### src/rtl/isram_loader.sv
// rtl/isram_loader.sv - packs 48-bit chunk stream into 240-bit instruction SRAM writes
module isram_loader #(
    parameter int CHUNK_W = 48,
    parameter int CHUNKS  = 5,
    parameter int ADDR_W  = 8
) (
    input  logic                        clock,
    input  logic                        reset,
    input  logic                        start,
    input  logic [ADDR_W-1:0]           base_addr,
    input  logic                        in_valid,
    output logic                        in_ready,
    input  logic [CHUNK_W-1:0]          in_data,
    input  logic                        in_last,
    output logic                        iMem_WEPin,
    output logic [ADDR_W-1:0]           iMem_WEAddress,
    output logic [CHUNK_W*CHUNKS-1:0]   idataWrite,
    output logic                        busy,
    output logic                        done,
    output logic                        error,
    output logic [ADDR_W:0]             word_count
);

    localparam int WORD_W = CHUNK_W * CHUNKS;
    localparam int CNT_W  = $clog2(CHUNKS + 1);

    typedef enum logic [1:0] {
        IDLE    = 2'd0,
        COLLECT = 2'd1,
        WRITE   = 2'd2,
        FINISH  = 2'd3
    } state_t;

    state_t              state_q, state_d;
    logic [CNT_W-1:0]    cnt_q, cnt_d;
    logic [WORD_W-1:0]   pack_q, pack_d;
    logic                last_seen_q, last_seen_d;
    logic [ADDR_W-1:0]   addr_q, addr_d;
    logic [ADDR_W:0]     word_count_q, word_count_d;
    logic                error_q, error_d;
    logic [ADDR_W-1:0]   we_addr_q, we_addr_d;
    logic [WORD_W-1:0]   wdata_q, wdata_d;
    logic                in_ready_q, in_ready_d;
    logic                we_q, we_d;
    logic                busy_q, busy_d;
    logic                done_q, done_d;

    logic [WORD_W-1:0]   packed_word;
    logic                hs;
    logic                closing;

    // Next-state, datapath and registered-output decode; outputs follow the next state
    // so that each output flop lines up with the state it describes.
    always_comb begin
        state_d      = state_q;
        cnt_d        = cnt_q;
        pack_d       = pack_q;
        last_seen_d  = last_seen_q;
        addr_d       = addr_q;
        word_count_d = word_count_q;
        error_d      = error_q;
        we_addr_d    = we_addr_q;
        wdata_d      = wdata_q;

        // Current buffer with the incoming chunk dropped into its slot; unfilled
        // slots are already zero because the buffer is cleared between words.
        packed_word = pack_q;
        for (int i = 0; i < CHUNKS; i++) begin
            if (cnt_q == CNT_W'(i)) begin
                packed_word[i*CHUNK_W +: CHUNK_W] = in_data;
            end
        end

        hs      = in_valid & in_ready_q;
        closing = (cnt_q == CNT_W'(CHUNKS - 1)) | in_last;

        case (state_q)
            IDLE: begin
                if (start) begin
                    addr_d       = base_addr;
                    word_count_d = '0;
                    error_d      = 1'b0;
                    pack_d       = '0;
                    cnt_d        = '0;
                    last_seen_d  = 1'b0;
                    state_d      = COLLECT;
                end
            end
            COLLECT: begin
                if (hs) begin
                    pack_d = packed_word;
                    cnt_d  = cnt_q + 1'b1;
                    if (closing) begin
                        last_seen_d = in_last;
                        wdata_d     = packed_word;
                        we_addr_d   = addr_q;
                        state_d     = WRITE;
                    end
                end
            end
            WRITE: begin
                word_count_d = word_count_q + 1'b1;
                pack_d       = '0;
                cnt_d        = '0;
                if (last_seen_q) begin
                    state_d = FINISH;
                end else if (addr_q == {ADDR_W{1'b1}}) begin
                    // Top of the SRAM reached with more program pending: stop, never wrap.
                    error_d = 1'b1;
                    state_d = FINISH;
                end else begin
                    addr_d  = addr_q + 1'b1;
                    state_d = COLLECT;
                end
            end
            FINISH: begin
                state_d = IDLE;
            end
            default: begin
                state_d = IDLE;
            end
        endcase

        in_ready_d = (state_d == COLLECT);
        we_d       = (state_d == WRITE);
        busy_d     = (state_d != IDLE);
        done_d     = (state_d == FINISH);
    end

    // State and output registers with synchronous active-high reset.
    always_ff @(posedge clock) begin
        if (reset) begin
            state_q      <= IDLE;
            cnt_q        <= '0;
            pack_q       <= '0;
            last_seen_q  <= 1'b0;
            addr_q       <= '0;
            word_count_q <= '0;
            error_q      <= 1'b0;
            we_addr_q    <= '0;
            wdata_q      <= '0;
            in_ready_q   <= 1'b0;
            we_q         <= 1'b0;
            busy_q       <= 1'b0;
            done_q       <= 1'b0;
        end else begin
            state_q      <= state_d;
            cnt_q        <= cnt_d;
            pack_q       <= pack_d;
            last_seen_q  <= last_seen_d;
            addr_q       <= addr_d;
            word_count_q <= word_count_d;
            error_q      <= error_d;
            we_addr_q    <= we_addr_d;
            wdata_q      <= wdata_d;
            in_ready_q   <= in_ready_d;
            we_q         <= we_d;
            busy_q       <= busy_d;
            done_q       <= done_d;
        end
    end

    assign in_ready       = in_ready_q;
    assign iMem_WEPin     = we_q;
    assign iMem_WEAddress = we_addr_q;
    assign idataWrite     = wdata_q;
    assign busy           = busy_q;
    assign done           = done_q;
    assign error          = error_q;
    assign word_count     = word_count_q;

endmodule

### config.mk
export PLATFORM = sky130hd
export DESIGN_NAME = isram_loader
export DESIGN_NICKNAME = d
export VERILOG_FILES = /design/src/rtl/isram_loader.sv
export SDC_FILE = /design/constraint.sdc
export NUM_CORES = 1
export LEC_CHECK = 0
export CAP_MARGIN = 20
export CORE_ASPECT_RATIO = 0.8
export CORE_MARGIN = 2
export CORE_UTILIZATION = 51
export CTS_BUF_LIST = sky130_fd_sc_hd__clkbuf_8
export DETAILED_ROUTE_END_ITERATION = 8
export PLACE_DENSITY = 0.76
export SYNTH_ARGS = -nofsm -noshare
export SYNTH_HDL_FRONTEND = slang
export SYNTH_SLANG_ARGS = --single-unit
### constraint.sdc
create_clock -name clock -period 2.1 [get_ports clock]
set_clock_uncertainty 0.2 [all_clocks]
set_input_delay 0.63 -clock clock [delete_from_list [all_inputs] [get_ports clock]]
set_output_delay 0.63 -clock clock [all_outputs]
set_load 0.02 [all_outputs]
# Word-level counts from Yosys, hierarchy flattened
# Index checks and enable logic that the tools add are counted.
[totals]
elab_cells = 77
rom_bits = 0
out_inout_bits = 262
latch_bits = 0
input_bits = 61
ff_bits = 516
ram_bits = 0
memories = 0
[op_classes]
n_reduce_logical = 12
n_lt_le_gt_ge = 0
mux = 30
multipliers = 0
div_mod_pow = 0
n_eq_ne = 17
addsub = 3
bitwise_logic = 2
shifts = 0
[op_table]
columns = ["cell", "count"]
rows = [
  ["$pmux 240 s3", 1],
  ["$mux 240", 2],
  ["$mux 48", 5],
  ["$mux 8", 3],
  ["$pmux 9 s2", 1],
  ["$pmux 8 s2", 1],
  ["$ne 2x2->1 const B", 6],
  ["$reduce_and 4->1", 3],
  ["$mux 2", 5],
  ["$add 9x1->9 const B", 1],
  ["$mux 9", 1],
  ["$pmux 3 s3", 1],
  ["$add 8x1->8 const B", 1],
  ["$eq 2x2->1 const B", 4],
  ["$eq 8x8->1 const B", 1],
  ["$pmux 2 s4", 1],
  ["$eq 3x2->1 const B", 2],
  ["$mux 3", 2],
  ["$reduce_and 3->1", 2],
  ["$reduce_bool 2->1", 3],
  ["$mux 1", 5],
  ["$eq 2x1->1 const B", 2],
  ["$pmux 1 s2", 2],
  ["$add 3x1->3 const B", 1],
  ["8 further kinds", 8],
]

# Depth between registers and ports, before layout
# Gate-level depths: netlist of the first run.
[logic_depth]
word_depth = 6
mapped_depth = 10
mapped_depth_nobuf = 6

# Worst setup path before layout of the first run
# OpenSTA, ideal clock, no wires.
[synth_timing]
path_kind = "reg2reg"
start = "register cnt_q[2]"
end = "register wdata_q[171], in the netlist idataWrite[171]"
stages_incl_launch_ff = 10
t_arrival_ns = 1.839
required_ns = 1.814
path_slack_ns = -0.025
synth_period_minus_slack_ns = 2.125
path_buffers = 5
path_cell_list = "dfxtp_1 -> buf_6 -> clkbuf_1 -> inv_1 -> ha_1 -> buf_2 -> buf_2 -> buf_2 -> mux2i_1 -> a211oi_1"
[synth_between]
elab_chain_cells = 3
elab_cells_between_ends = 5
classes_between = "2 x eq/ne; 1 x mux; 1 x bitwise; 1 x reduce/logical"
[synth_rtl]
columns = ["item", "line", "rtl"]
rows = [
  ["start: declaration", "35", "logic [CNT_W-1:0] cnt_q, cnt_d;"],
  ["start signal: assignment", "148", "cnt_q <= cnt_d;"],
  ["$eq 3x3->1", "75", "closing = (cnt_q == CNT_W'(CHUNKS - 1)) | in_last;"],
  ["$or 1x1->1", "75", ""],
  ["$reduce_and 3->1 (no line)", "n/a", ""],
  ["end signal: assignment", "155", "wdata_q <= wdata_d;"],
  ["end: declaration", "42", "logic [WORD_W-1:0] wdata_q, wdata_d;"],
]
# Several ways; a longest one is shown, not always the timed one.
# A chain may end at the register's enable or synchronous reset.

# Final worst setup path of the first run
[layout_timing]
start = "register cnt_q[1]"
end = "register wdata_q[154], in the netlist idataWrite[154]"
# The elaborated chain is that of the path after synthesis.

==> impl_results.md, run 1 <==
- Status: complete, but fails checks
- Failing checks: setup timing
- Final min period: approximately 2.2 ns
- Bufs and invs on worst path: 6
- Internal: 14.7 mW
- Largest net degree at the start of global routing: 95
- Post-DP HPWL: 43,600 um
- Crit-path cells: inv_1 -> ha_4 -> a21oi_2 -> buf_4 -> nor2_4 -> buf_12 -> buf_8 -> buf_4 -> clkbuf_16 -> a211oi_1
- Final worst-path cycle share: 103%
- Nets: approximately 2,700
- Layout Cells excl Fill: 3,196
- Initial Util: between 50% and 60%
- GRT Residual Overflow: 0
- Post-DRT Antenna Nets: 0
- CTS sink count: 516
- Syn Nets: 2,336
- Die width: 232 um
- IO buf count: 322
- CP Max Fanout: 23
- Cell count after synthesis: roughly 2,300
- WP data required: approximately 2.4 ns
- Global placement routability congestion: 0.845
- CTS tree: built
- Leakage power: 10.0 nW
- Root buf cell: clkbuf_8
- Via count: 18,800
- Core area: 40,800 um2
- DR WL/cell: 20.7 um
- GRT Util Overall: 29.0%
- Hold buffers post-CTS: 0
- Critical path's slowest cell: dfxtp_1
- Drt pass-1 iters: 7
- Slew @ Worst Pin: 0.654 ns
- Kind of critical path: reg2reg
- # IOs: 323
- Critical Path Most Common Cell: buf_4
- Sw frac: approximately a quarter
- CP arrival: about 2.5 ns
- Drt initial violations: 1,881
- Ys flop type: dfxtp_1
- Final Slew Violations: 0
- Final core utilization: 65.5%
- Drt drc: 0
- CP peak stage delay: ~0.33 ns
- Mapped Area: 21,200 um2
- Sequential share of power: 50.5%
- Fmax: about 460 MHz
- Dpl cells: ~3,000
- Crit path capture type: flip-flop
- Syn avg cell area: 9.35 um2
- Die height: ~190 um
- Synthesized flop and latch total: 516
- Combinational fraction of design power: 8.6%
- Layout cells sized above 1: between 20% and 30%
- Final worst slack: -0.0532 ns
- First-pass GRT wire length: 99,800 um
- Fill count: around 3,400
- EDFF count, synth: 0
- Clock share of power: between 40% and 50%
- CTS buffer count: 80
- RSZ-0062 raised after global routing: true
- Initial antenna violation count: 2
- Die area: 43,200 um2
- Reported max-cap violation count: 0
- Layout Area Growth over Synthesis: 26.0%
- Worst hold-check path type: in2reg
- Distinct cells, synth: 60
- Post-synth ARST share: 0%
- WL final: 66,100 um
- CTS max path bufs: 3
- Crit path launch type: flip-flop
- Power density over the cells: 739 nW/um2
- Synth warnings: 0
- Slew headroom: 55.9%
- CTS clk-pin slew, worst paths: 0.07 ns
- Net Switching: a little over 5 mW
- Final Hold Fails: 0
- # rows: 66
- Worst VDD drop: 0.000469 V
- H-tree depth: 3
- Final setup fails: 2
- DR vias/cell: 5.89
- Vias in the first global route: 18,000
- Clk_lat worst skew: approximately 0.63 ns
- Register area share after synthesis: a little under 50%
- CP delay by family, top: buffers and inverters
-- sequential cells by signal (all words and copies together), names as in the netlist --
name / cells
error: 1
pack_q: 240
idataWrite: 240
state_q: 2
in_ready: 1
iMem_WEPin: 1
cnt_q: 3
last_seen_q: 1
addr_q: 8
busy: 1
done: 1
iMem_WEAddress: 8
word_count: 9
-- through the flow --
step	setup TNS (ns)	hold slack, ns	power [mW]	instance area, um2	setup WS, ns
2_1_floorplan	0	0.226	11.0	21200	0.0622
3_3_place_gp	-195.31	0.232	11.9	26000	-0.474
3_5_place_dp	-213.17	0.241	11.9	26000	-0.540
4_1_cts	-0.00865	0.107	19.8	26600	-0.00865
5_1_grt	-0.506	0.111	20.4	26700	-0.128
6_report	-0.0715	0.147	19.8	26700	-0.0532
-- cells by family after synthesis --
group	count (synthesis)	synth area share [%]
AO/OA/AOI/OAI	558	19.5
XOR/XNOR	5	0.207
adder cells (fa/ha/maj)	7	0.413
buffers and inverters	263	6.34
flip-flops	516	48.7
multiplexers	233	11.4
AND/OR/NAND/NOR	686	13.4
-- path summary, 6_finish.rpt --
kind,start,to,slack [ns],depth (start not counted)
setup / recovery,cnt_q[1],idataWrite[154],-0.05,10
hold reg to reg,pack_q[205],pack_q[205],0.25,2
setup reg to reg,cnt_q[1],idataWrite[154],-0.05,10
hold / removal,reset,addr_q[6],0.15,2
-- placed cells by master, fill, tap and decap left out, drive strengths merged, types with 2 or more instances in the layout --
master | netlist | routed
a211oi | 195 | 195
a21bo | 11 | 11
a21oi | 124 | 124
a22oi | 165 | 165
a311oi | 2 | 2
a31oi | 4 | 4
a32oi | 33 | 33
and2 | 9 | 9
and3 | 3 | 3
and4 | 2 | 2
buf | 135 | 427
clkbuf | 120 | 99
clkdlybuf4s15 | 0 | 10
clkdlybuf4s50 | 0 | 59
clkinv | 0 | 7
clkinvlp | 0 | 2
dfxtp | 516 | 516
ha | 7 | 7
inv | 8 | 41
mux2 | 33 | 33
mux2i | 200 | 200
nand2 | 131 | 131
nand2b | 6 | 6
nand3 | 97 | 97
nand4 | 6 | 6
nand4b | 2 | 2
nor2 | 414 | 414
nor2b | 6 | 6
nor3 | 2 | 2
nor4 | 2 | 2
o211ai | 4 | 4
o21ai | 8 | 8
o31ai | 2 | 2
o41ai | 2 | 2
or3 | 2 | 2
xnor2 | 3 | 3
xor2 | 2 | 2
-- metal layers --
| metal | routed length [um] | part of all wire [%] | GRT usage, % | vias up |
|---|---|---|---|---|
| met5 | 13 | 0.020 | 0 | - |
| met4 | 2020 | 3.1 | 10.5 | 2 |
| met3 | 5380 | 8.1 | 6.04 | 135 |
| met2 | 30200 | 46 | 45.6 | 860 |
| met1 | 28500 | 43 | 39.5 | 9082 |
| li1 | - | - | - | 8730 |
-- layout make-up --
class | instances | area (um2) | share of cell area [%]
antenna | 1 | 2.50 | 0.00936
inverter | 8 | 30.0 | 0.112
clock buffer | 94 | 1290 | 4.84
tap | 544 | 681 | 2.55
clock inverter | 43 | 209 | 0.782
multi-input combinational | 1489 | 9740 | 36.5
sequential | 516 | 10400 | 38.7
timing repair buffer | 501 | 4420 | 16.5
-- cells in the mapped netlist (7+ instances only) --
| cell | n | area (um2) |
|---|---|---|
| dfxtp_1 | 516 | 10300 |
| a21oi_1 | 123 | 616 |
| nor2_1 | 412 | 1550 |
| inv_1 | 8 | 30.0 |
| ha_1 | 7 | 87.6 |
| a211oi_1 | 155 | 1160 |
| buf_2 | 83 | 415 |
| a211oi_2 | 40 | 500 |
| buf_4 | 32 | 240 |
| mux2i_1 | 197 | 1970 |
| buf_6 | 17 | 191 |
| a22oi_1 | 165 | 1240 |
| nand3_1 | 97 | 485 |
| nand2_1 | 130 | 488 |
| a21bo_2 | 11 | 110 |
| and2_1 | 9 | 56.3 |
| a32oi_1 | 33 | 289 |
| clkbuf_1 | 118 | 443 |
| mux2_2 | 25 | 282 |
| mux2_1 | 8 | 90.1 |
-- power by group through the flow --
stage / sequential (mW) / combinational (mW) / clock (mW)
3_5_place_dp: 10.2 / 1.70 / 0
5_1_grt: 9.99 / 1.79 / 8.59
3_3_place_gp: 10.2 / 1.68 / 0
6_report: 9.98 / 1.71 / 8.07
4_1_cts: 9.98 / 1.66 / 8.16
2_1_floorplan: 10.3 / 0.759 / 0
-- what timing repair did --
action / in CTS / in global routing
gates resized for setup: 1029 / 72
pin swaps: 0 / 1
cloned: 1 / 5
setup buffers: 0 / 11
endpoints found under the hold margin: 0 / 0
setup endpoints to repair: 264 / 246
(Power assumes the default switching activity.)
==> inputs of run 2 (changes only) <==
--- a/config.mk
+++ b/config.mk
@@ -7,11 +7,11 @@
 export LEC_CHECK = 0
 export CAP_MARGIN = 20
 export CORE_ASPECT_RATIO = 0.8
-export CORE_MARGIN = 2
-export CORE_UTILIZATION = 51
+export CORE_MARGIN = 3
+export CORE_UTILIZATION = 29
 export CTS_BUF_LIST = sky130_fd_sc_hd__clkbuf_8
 export DETAILED_ROUTE_END_ITERATION = 8
-export PLACE_DENSITY = 0.76
+export PLACE_DENSITY = 0.45
 export SYNTH_ARGS = -nofsm -noshare
 export SYNTH_HDL_FRONTEND = slang
 export SYNTH_SLANG_ARGS = --single-unit
==> constraint.sdc (replaced) <==
create_clock -name clock -period 2.06 [get_ports clock]
set_clock_uncertainty 0.2 [all_clocks]
set_input_delay 0.618 -clock clock [delete_from_list [all_inputs] [get_ports clock]]
set_output_delay 0.618 -clock clock [all_outputs]
set_load 0.02 [all_outputs]
==> impl_results.md, run 2 (synthesized netlist as in run 1, its figures left out) <==
- Nets: 2,758
- Final hold slack: approximately 0.08 ns
- Most frequent cells in the layout: nor2_1 (411), dfxtp_1 (345), buf_4 (298), mux2i_1 (178), a22oi_1 (157)
- Final worst-path cycle share: 98.2%
- Drt pass-1 iters: 6
- Final setup fails: 0
- Crit path launch type: flip-flop
- Final min period: 2.02 ns
- WL final: 77,900 um
- CTS buffer count: 91
- Die width: just over 300 um
- Drt drc: 0
- Slew headroom: 59.7%
- Commonest non-fill, non-tap cell in the layout: nor2_1
- Worst hold-check path type: in2reg
- Crit path capture type: flip-flop
- RSZ-0062 raised after global routing: true
- Root buf cell: clkbuf_8
- Die area: 76,400 um2
- CTS sink count: 516
- Leakage power: 11.0 nW
- H-tree depth: 3
- Reported max-cap violation count: 0
- Post-DRT Antenna Nets: 0
- DR vias/cell: 5.04
- Top Layer Used: met5
- Die height: 248 um
- Power density over the cells: 732 nW/um2
- Total negative setup slack: 0 ns
- Layout cells sized above 1: between 30% and 40%
- Post-DP HPWL: slightly above 50,000 um
- Routed wl met3: 4160 um
- Crit-path cells: inv_2 -> ha_4 -> buf_6 -> buf_6 -> and2_4 -> buf_6 -> o21ai_4 -> buf_12 -> clkbuf_16 -> a32oi_1 -> nor2_1
- Slew @ Worst Pin: 0.598 ns
- Largest net degree at the start of global routing: 79
- WP data required: roughly 2.5 ns
- Finished Cell Area: 30,100 um2
- Clk_lat worst skew: 0.68 ns
- # rows: 88
- Critical path's slowest cell: dfxtp_2
- CTS clk-pin slew, worst paths: roughly 0.060 ns
- Final Hold Fails: 0
- Kind of critical path: reg2reg
- Layout Area Growth over Synthesis: 41.8%
- WL met2: 34,700 um
- # IOs: 323
- Bufs and invs on worst path: 6
- DR WL/cell: roughly 21 um
- Final Slew Violations: 0
- GRT Residual Overflow: 0
- Initial Util: 29.4%
- Critical Path Most Common Cell: buf_6
- Fmax: 494 MHz
- Via count: 18,700
- CP delay by family, top: buffers and inverters
- Post-DP Area: 27,000 um2
- CP arrival: 2.43 ns
- First-pass GRT wire length: approximately 110,000 um
- Vias in the first global route: 18,200
- CTS max path bufs: 3
- Fill count: roughly 7,000
- CTS tree: built
- Metal-1 WL: approximately 38,000 um
- Status: complete, no violations
- IO buf count: roughly 320
- CP Max Fanout: 9
- CP peak stage delay: 0.33 ns
- Worst VDD drop: between 0.0003 and 0.0004 V
- Core area: 72,200 um2
- Initial antenna violation count: 3
- Global placement routability congestion: 0.771
- Final core utilization: a little over two fifths
- GRT Util Overall: 19.4%
- Drt initial violations: 1,068
==> run 2: changes by cell type in the layout (fill, tap and decap cells not counted), sizes merged <==
cell / change
bufbuf: +3
clkinv: +1
buf: +86
dlymetal6s2s: +1
clkbuf: +31
diode: +1
clkdlybuf4s50: -1
clkdlybuf4s15: -10
==> run 2: metal layers <==
metal | global-route usage [%] | vias up
li1 | - | 8962
met1 | 27.4 | 9158
met2 | 30.2 | 474
met3 | 3.95 | 107
met4 | 4.84 | 2
met5 | 0 | -
==> run 2: timing repair <==
item	CTS	global route
hold buffers	0	0
cloned	8	11
resized for setup	1575	120
pin swaps	13	20
endpoints found under the setup margin	485	346
buffers inserted	18	10
==> run 2: layout make-up <==
class | instances | area [um2] | share of cell area (%)
clock buffer | 121 | 1670 | 5.54
tap | 945 | 1180 | 3.93
multi-input combinational | 1489 | 10000 | 33.3
antenna | 2 | 5.00 | 0.0166
inverter | 8 | 30.0 | 0.0998
clock inverter | 44 | 244 | 0.811
timing repair buffer | 584 | 6320 | 21.0
sequential | 516 | 10600 | 35.3
==> run 2: path summary, 6_finish.rpt <==
check	start	slack [ns]	depth (start not counted)	endpoint
setup reg to reg	cnt_q[0]	0.04	11	idataWrite[4]
hold / removal	reset	0.08	2	pack_q[123]
setup / recovery	cnt_q[0]	0.04	11	idataWrite[4]
hold reg to reg	pack_q[115]	0.25	2	pack_q[115]
==> run 2: through the flow <==
stage | setup slack (ns) | total power, mW | std cells
6_report | 0.0364 | 22.0 | 3709
5_1_grt | -0.0475 | 23.0 | 3709
4_1_cts | -0.0265 | 22.3 | 3688
3_5_place_dp | -0.599 | 12.3 | 3497
3_3_place_gp | -0.544 | 12.3 | 3497
2_1_floorplan | 0.0222 | 11.2 | 2268
==> run 2: where the power goes <==
part | switching [mW] | total [mW] | leakage, nW | internal (mW)
logic | 1.17 | 1.98 | 5.67 | 0.805
clock network | 4.51 | 9.90 | 1.09 | 5.40
registers | 0.0896 | 10.2 | 4.26 | 10.1
total | 5.77 | 22.0 | 11.0 | 16.3
